==> config.mk <==
export PLATFORM = sky130hd
export DESIGN_NAME = vectored_int_ctrl_flat
export DESIGN_NICKNAME = d
export VERILOG_FILES = /design/src/rtl/vectored_int_ctrl_if.sv /design/src/rtl/vectored_int_ctrl.sv /design/src/flat_wrapper.sv
export SDC_FILE = /design/constraint.sdc
export NUM_CORES = 1
export LEC_CHECK = 0
export CELL_PAD_IN_SITES_DETAIL_PLACEMENT = 1
export CELL_PAD_IN_SITES_GLOBAL_PLACEMENT = 1
export CORE_MARGIN = 2
export CORE_UTILIZATION = 32
export DETAILED_ROUTE_END_ITERATION = 10
export PLACE_DENSITY_LB_ADDON = 0.3
export SLEW_MARGIN = 20
export SYNTH_ARGS = -nofsm -noshare
export SYNTH_HDL_FRONTEND = slang
export SYNTH_SLANG_ARGS = --single-unit
==> constraint.sdc <==
create_clock -name clk -period 2.22 [get_ports clk]
set_clock_uncertainty 0.1 [all_clocks]
set_input_delay 0.222 -clock clk [delete_from_list [all_inputs] [get_ports clk]]
set_output_delay 0.222 -clock clk [all_outputs]
set_load 0.05 [all_outputs]
==> src/rtl/vectored_int_ctrl_if.sv <==
// vectored_int_ctrl_if: CPU/device-side bundle of the vectored interrupt controller
// Signals: irq_in (raw requests), mask_we/mask_wd (mask write), ie_set/ie_clr (global IE),
//          eret (return strobe), pc_next (EPC source), int_take/vec_addr (PC override),
//          epc (return address), int_ack (one-hot ack), status_ie, in_service, active_ch.
// Modports: slave = controller side, master = datapath/device side.
interface vectored_int_ctrl_if #(
  parameter int NUM_CH = 8
);
  logic [NUM_CH-1:0] irq_in;
  logic              mask_we;
  logic [NUM_CH-1:0] mask_wd;
  logic              ie_set;
  logic              ie_clr;
  logic              eret;
  logic [31:0]       pc_next;
  logic              int_take;
  logic [31:0]       vec_addr;
  logic [31:0]       epc;
  logic [NUM_CH-1:0] int_ack;
  logic              status_ie;
  logic              in_service;
  logic [4:0]        active_ch;
  modport slave (
    input  irq_in, mask_we, mask_wd, ie_set, ie_clr, eret, pc_next,
    output int_take, vec_addr, epc, int_ack, status_ie, in_service, active_ch
  );
  modport master (
    output irq_in, mask_we, mask_wd, ie_set, ie_clr, eret, pc_next,
    input  int_take, vec_addr, epc, int_ack, status_ie, in_service, active_ch
  );
endinterface

==> src/rtl/vectored_int_ctrl.sv <==
// vectored_int_ctrl: prioritised edge/level vectored interrupt controller with mask, IE and EPC
// Ports: clk (rising-edge clock), reset (synchronous, active-low),
//        bus (vectored_int_ctrl_if.slave: requests, mask/IE control, eret, pc_next in;
//             int_take, vec_addr, epc, int_ack, status_ie, in_service, active_ch out).
// Channel 0 has highest priority; one interrupt in service at a time, released by eret.
module vectored_int_ctrl #(
  parameter int          NUM_CH    = 8,
  parameter logic [31:0] EDGE_MASK = 32'h0000_00FF,
  parameter logic [31:0] VEC_BASE  = 32'h0000_0200,
  parameter int          VEC_SHIFT = 3
) (
  input logic                 clk,
  input logic                 reset,
  vectored_int_ctrl_if.slave  bus
);
  localparam logic [NUM_CH-1:0] EDGE = EDGE_MASK[NUM_CH-1:0];
  typedef enum logic [1:0] {IDLE, TAKE, SERVICE} state_t;
  state_t            state, state_nx;
  logic [NUM_CH-1:0] prev, pending, pending_nx, mask, req, clr;
  logic [NUM_CH-1:0] int_ack, int_ack_nx;
  logic [4:0]        winner, active_ch, active_ch_nx;
  logic              status_ie, status_ie_nx, int_take, int_take_nx, in_service;
  logic [31:0]       vec_addr, vec_addr_nx, epc, epc_nx;
  always_comb begin
    req = pending & mask;
    winner = '0;
    for (int i = NUM_CH - 1; i >= 0; i--)
      if (req[i]) winner = 5'(i);
    clr = '0;
    state_nx = state;
    status_ie_nx = status_ie;
    active_ch_nx = active_ch;
    int_take_nx = 1'b0;
    int_ack_nx = '0;
    vec_addr_nx = vec_addr;
    epc_nx = epc;
    case (state)
      IDLE: begin
        status_ie_nx = bus.ie_clr ? 1'b0 : bus.ie_set ? 1'b1 : status_ie;
        if (status_ie && |req) begin
          state_nx = TAKE;
          active_ch_nx = winner;
          int_take_nx = 1'b1;
          int_ack_nx = NUM_CH'(1) << winner;
          vec_addr_nx = VEC_BASE + (32'(winner) << VEC_SHIFT);
        end
      end
      TAKE: begin
        state_nx = SERVICE;
        epc_nx = bus.pc_next;
        status_ie_nx = 1'b0;
        clr = (NUM_CH'(1) << active_ch) & EDGE;
      end
      SERVICE: begin
        state_nx = bus.eret ? IDLE : SERVICE;
        status_ie_nx = bus.eret ? 1'b1 : status_ie;
        active_ch_nx = bus.eret ? 5'd0 : active_ch;
      end
      default: state_nx = IDLE;
    endcase
    // a fresh rising edge re-arms the channel even while its take-clear is applied
    pending_nx = (EDGE & ((pending & ~clr) | (bus.irq_in & ~prev))) | (~EDGE & bus.irq_in);
  end
  always_ff @(posedge clk) begin
    if (!reset) begin
      state <= IDLE;
      prev <= '0;
      pending <= '0;
      mask <= '0;
      status_ie <= 1'b0;
      active_ch <= '0;
      int_take <= 1'b0;
      int_ack <= '0;
      vec_addr <= '0;
      epc <= '0;
      in_service <= 1'b0;
    end else begin
      state <= state_nx;
      prev <= bus.irq_in;
      pending <= pending_nx;
      mask <= bus.mask_we ? bus.mask_wd : mask;
      status_ie <= status_ie_nx;
      active_ch <= active_ch_nx;
      int_take <= int_take_nx;
      int_ack <= int_ack_nx;
      vec_addr <= vec_addr_nx;
      epc <= epc_nx;
      in_service <= state_nx != IDLE;
    end
  end
  assign bus.int_take = int_take;
  assign bus.vec_addr = vec_addr;
  assign bus.epc = epc;
  assign bus.int_ack = int_ack;
  assign bus.status_ie = status_ie;
  assign bus.in_service = in_service;
  assign bus.active_ch = active_ch;
endmodule

==> src/flat_wrapper.sv <==
// flat-port wrapper written by rule: the top's interface ports become plain ports
module vectored_int_ctrl_flat 
#(
  parameter int          NUM_CH    = 8,
  parameter logic [31:0] EDGE_MASK = 32'h0000_00FF,
  parameter logic [31:0] VEC_BASE  = 32'h0000_0200,
  parameter int          VEC_SHIFT = 3
)
  (clk, reset, bus_irq_in, bus_mask_we, bus_mask_wd, bus_ie_set, bus_ie_clr, bus_eret, bus_pc_next, bus_int_take, bus_vec_addr, bus_epc, bus_int_ack, bus_status_ie, bus_in_service, bus_active_ch);
  vectored_int_ctrl_if #(.NUM_CH(NUM_CH)) bus_i ();
  input logic clk;
  input logic reset;
  input wire logic [$bits(bus_i.irq_in)-1:0] bus_irq_in;
  input wire logic [$bits(bus_i.mask_we)-1:0] bus_mask_we;
  input wire logic [$bits(bus_i.mask_wd)-1:0] bus_mask_wd;
  input wire logic [$bits(bus_i.ie_set)-1:0] bus_ie_set;
  input wire logic [$bits(bus_i.ie_clr)-1:0] bus_ie_clr;
  input wire logic [$bits(bus_i.eret)-1:0] bus_eret;
  input wire logic [$bits(bus_i.pc_next)-1:0] bus_pc_next;
  output wire logic [$bits(bus_i.int_take)-1:0] bus_int_take;
  output wire logic [$bits(bus_i.vec_addr)-1:0] bus_vec_addr;
  output wire logic [$bits(bus_i.epc)-1:0] bus_epc;
  output wire logic [$bits(bus_i.int_ack)-1:0] bus_int_ack;
  output wire logic [$bits(bus_i.status_ie)-1:0] bus_status_ie;
  output wire logic [$bits(bus_i.in_service)-1:0] bus_in_service;
  output wire logic [$bits(bus_i.active_ch)-1:0] bus_active_ch;
  assign bus_i.irq_in = bus_irq_in;
  assign bus_i.mask_we = bus_mask_we;
  assign bus_i.mask_wd = bus_mask_wd;
  assign bus_i.ie_set = bus_ie_set;
  assign bus_i.ie_clr = bus_ie_clr;
  assign bus_i.eret = bus_eret;
  assign bus_i.pc_next = bus_pc_next;
  assign bus_int_take = bus_i.int_take;
  assign bus_vec_addr = bus_i.vec_addr;
  assign bus_epc = bus_i.epc;
  assign bus_int_ack = bus_i.int_ack;
  assign bus_status_ie = bus_i.status_ie;
  assign bus_in_service = bus_i.in_service;
  assign bus_active_ch = bus_i.active_ch;
  vectored_int_ctrl #(.NUM_CH(NUM_CH), .EDGE_MASK(EDGE_MASK), .VEC_BASE(VEC_BASE), .VEC_SHIFT(VEC_SHIFT)) u_core (.clk(clk), .reset(reset), .bus(bus_i));
endmodule
==> results.md <==
- Status: completed
- Sequential fraction of the synthesis area: 0.472
- DRT Pass-1 Iters: 4
- Post-route cell area: between 4000 and 5000 µm²
- Rel. slew slack: 0.628
- Crit path kind: flop to output port
- Slew Limit Fails: 0
- Drt drc: 0
- HPWL Detailed: between 6000 and 7000 µm
- Synth area leaders: dfxtp_1, mux2i_1, nor2b_1
- R2r setup slk: ~0.43 ns
- Chip Width: between 100 and 150 µm
- WP data arrival: around 1.7 ns
- Reg clk slew, reported paths: around 0.08 ns
- GRT overflow: 0
- F_max: roughly 490 MHz
- PortBufs: roughly 100
- Setup Viol. Count Final: 0
- Core area: between 9000 and 10,000 µm²
- Post-synthesis cell area: 3220 µm²
- Initial Util: 0.329
- Area of the multi-input gates: 1520 µm²
- CTS tree: yes
- Crit. Startpoint: u_core.bus.status_ie
- Worst Setup End Kind: output port
- Buf+Inv Stages, Crit Path: 1
- Worst r2r path cells: 6
- Die ar.: about 11,000 µm²
- Mapped Cells: 316
- Wire length of the first global-routing pass: about 14,000 µm
- Most common library cells after synthesis: dfxtp_1, mux2i_1, nor2b_1
- CP delay by family, top: buffers and inverters
- Cts hold-fix bufs: 0
- Total GRT Usage: 0.157
- Die Height: 104 µm
- Final core occ: 0.464
- Asr flop ratio synth: 0
- Htree depth: 3
- CP Max Fanout: 8
- Pre-CTS setup slack: about 0.46 ns
- Wire per inst: 15.2 µm
- Clock root buffer: clkbuf_8
- Max cap viols: 0
- Worst path depth: 1
- Worst VDD drop: 0.280 mV
- # IOs: approximately 130
- Reg-to-reg endpoint: u_core.bus.active_ch[0]
- Vias: roughly 2,500
- Drt initial violations: between 80 and 90
- CTS Buf Count: 9
- Crit-path cells: clkdlybuf4s50_1
- Final #Nets: around 480
- Top_reg_cell synth: dfxtp_1
- Clk sinks: 76
- # fillers: between 1,000 and 1,500
- RSZ-0062 raised after global routing: false
- Worst setup margin: about 0.2 ns
- Critical path's slowest cell: clkdlybuf4s50_1
- Share of cells above drive strength 1: 0.0638
- WP data required: between 1.5 and 2 ns
- Setup repair bufs after CTS: 0
- Worst Setup EP: bus_status_ie
- Max incr delay on CP: between 0.8 and 0.9 ns
- Total power: about 3700 µW
- Yosys reg bits: 76
- Count leader, synth: dfxtp_1
- Min-delay worst type: primary input to flop
- Layout overhead on the synthesized area: 40.8%
- Initial antenna violation count: 0
- Cts repair resizes: 0
- Pwr dens: around 810 nW/µm²
- Setup TNS: 0 ns
- Largest net degree at the start of global routing: 33
- Vias per cell: around 4.5
- Leakage: 0.00167 µW
- CP Launch Type: flop
- Unique cell type count in the Yosys netlist: 39
- Fin. Hold Viols: 0
- Period minus WS final: 2.02 ns
- Tcrit/Tclk final: 0.910
- Post-synth top area cell: dfxtp_1
- Avg Cell Area, Syn: 10.2 µm²
- Worst reg2reg startpoint: u_core.state[0]
- Measured slew at the worst slew-check pin: 0.556 ns
- Number of global-route vias before repair: between 2,000 and 3,000
- Post-DP Area: ~4300 µm²
- FF+latch area: 1520 µm²
- Clk buf depth: 2
- Remaining antenna violation count: 0
- Routed WL: between 8000 and 9000 µm
- Yosys top cell area share: 0.472
- Ant. Diodes: 0
- Worst-Skew Late Latency: between 0.3 and 0.4 ns
- Placer Congestion: 0.733
- Ys Warns: 0
- Num rows: 36
- Number of flops mapped to enable cells by yosys: 0
## flip-flops by register name, indices dropped and copies added (netlist names)
name	count
u_core.bus.in_service	1
u_core.pending	8
u_core.bus.active_ch	3
u_core.bus.status_ie	1
u_core.bus.vec_addr	4
u_core.bus.int_take	1
u_core.state	2
u_core.mask	8
u_core.bus.int_ack	8
u_core.bus.epc	32
u_core.prev	8
## report_power, final
| part | internal (µW) | switching [µW] | total (µW) |
|---|---|---|---|
| clock network | 853 | 492 | 1350 |
| logic | 315 | 511 | 826 |
| registers | 1450 | 69.6 | 1520 |
## final cells by class
| class | instances | area share |
|---|---|---|
| clock buffers | 10 | 0.0282 |
| clock inverters | 5 | 0.0276 |
| inverters | 3 | 0.00248 |
| multi-input cells | 223 | 0.335 |
| flip-flops and latches | 76 | 0.336 |
| well taps | 133 | 0.0367 |
| repair buffers | 106 | 0.234 |
## per-layer routing
| layer | vias to the layer above | part of all wire | global-route usage | wire length, µm |
|---|---|---|---|---|
| li1 | 1226 | - | - | - |
| met1 | 1208 | 0.44 | 0.195 | 3730 |
| met2 | 78 | 0.50 | 0.272 | 4240 |
| met3 | 10 | 0.044 | 0.0251 | 370 |
| met4 | 0 | 0.015 | 0.0579 | 125 |
| met5 | - | 0 | 0 | 0 |
## placed cells by master, fill, tap and decap left out, drive strengths merged, types with 3 or more instances in the layout
master,instances
nor2b,41
inv,3
nand2b,12
conb,30
a22o,5
ha,4
bufinv,4
o21ai,8
mux2i,41
a32o,3
nor2,15
a22oi,4
nand2,10
nand3,7
a21oi,4
and2,9
dfxtp,76
o31ai,3
clkdlybuf4s50,102
buf,4
clkbuf,10
a21boi,8
## per-stage QoR
step | cells | hold slack [ns]
2_1_floorplan | 345 | 0.249
3_3_place_gp | 541 | 0.376
3_5_place_dp | 541 | 0.367
4_1_cts | 556 | 0.178
5_1_grt | 556 | 0.204
6_report | 556 | 0.191
## cells by family (layout without fill, tap and decap cells)
| group | count (synthesis) | in the layout | synth area share |
|---|---|---|---|
| AO/OA/AOI/OAI | 49 | 49 | 0.118 |
| adder cells (fa/ha/maj) | 4 | 4 | 0.0155 |
| buffers and inverters | 46 | 124 | 0.0901 |
| flip-flops | 76 | 76 | 0.472 |
| multiplexers | 41 | 41 | 0.127 |
| other | 1 | 30 | 0.00116 |
| AND/OR/NAND/NOR | 99 | 99 | 0.175 |
## worst min path at each step
stage,slack [ns],start,end,cells past startpoint
floorplan,0.25,bus_irq_in[0],u_core.prev[0],1
global placement,0.38,u_core.bus.vec_addr[9],u_core.bus.vec_addr[9],1
detailed placement,0.37,u_core.bus.vec_addr[9],u_core.bus.vec_addr[9],1
CTS,0.18,reset,u_core.bus.vec_addr[4],2
global route,0.20,reset,u_core.bus.vec_addr[4],2
finish,0.19,reset,u_core.bus.vec_addr[4],2
Note: power is estimated with default switching activity, not from simulation.
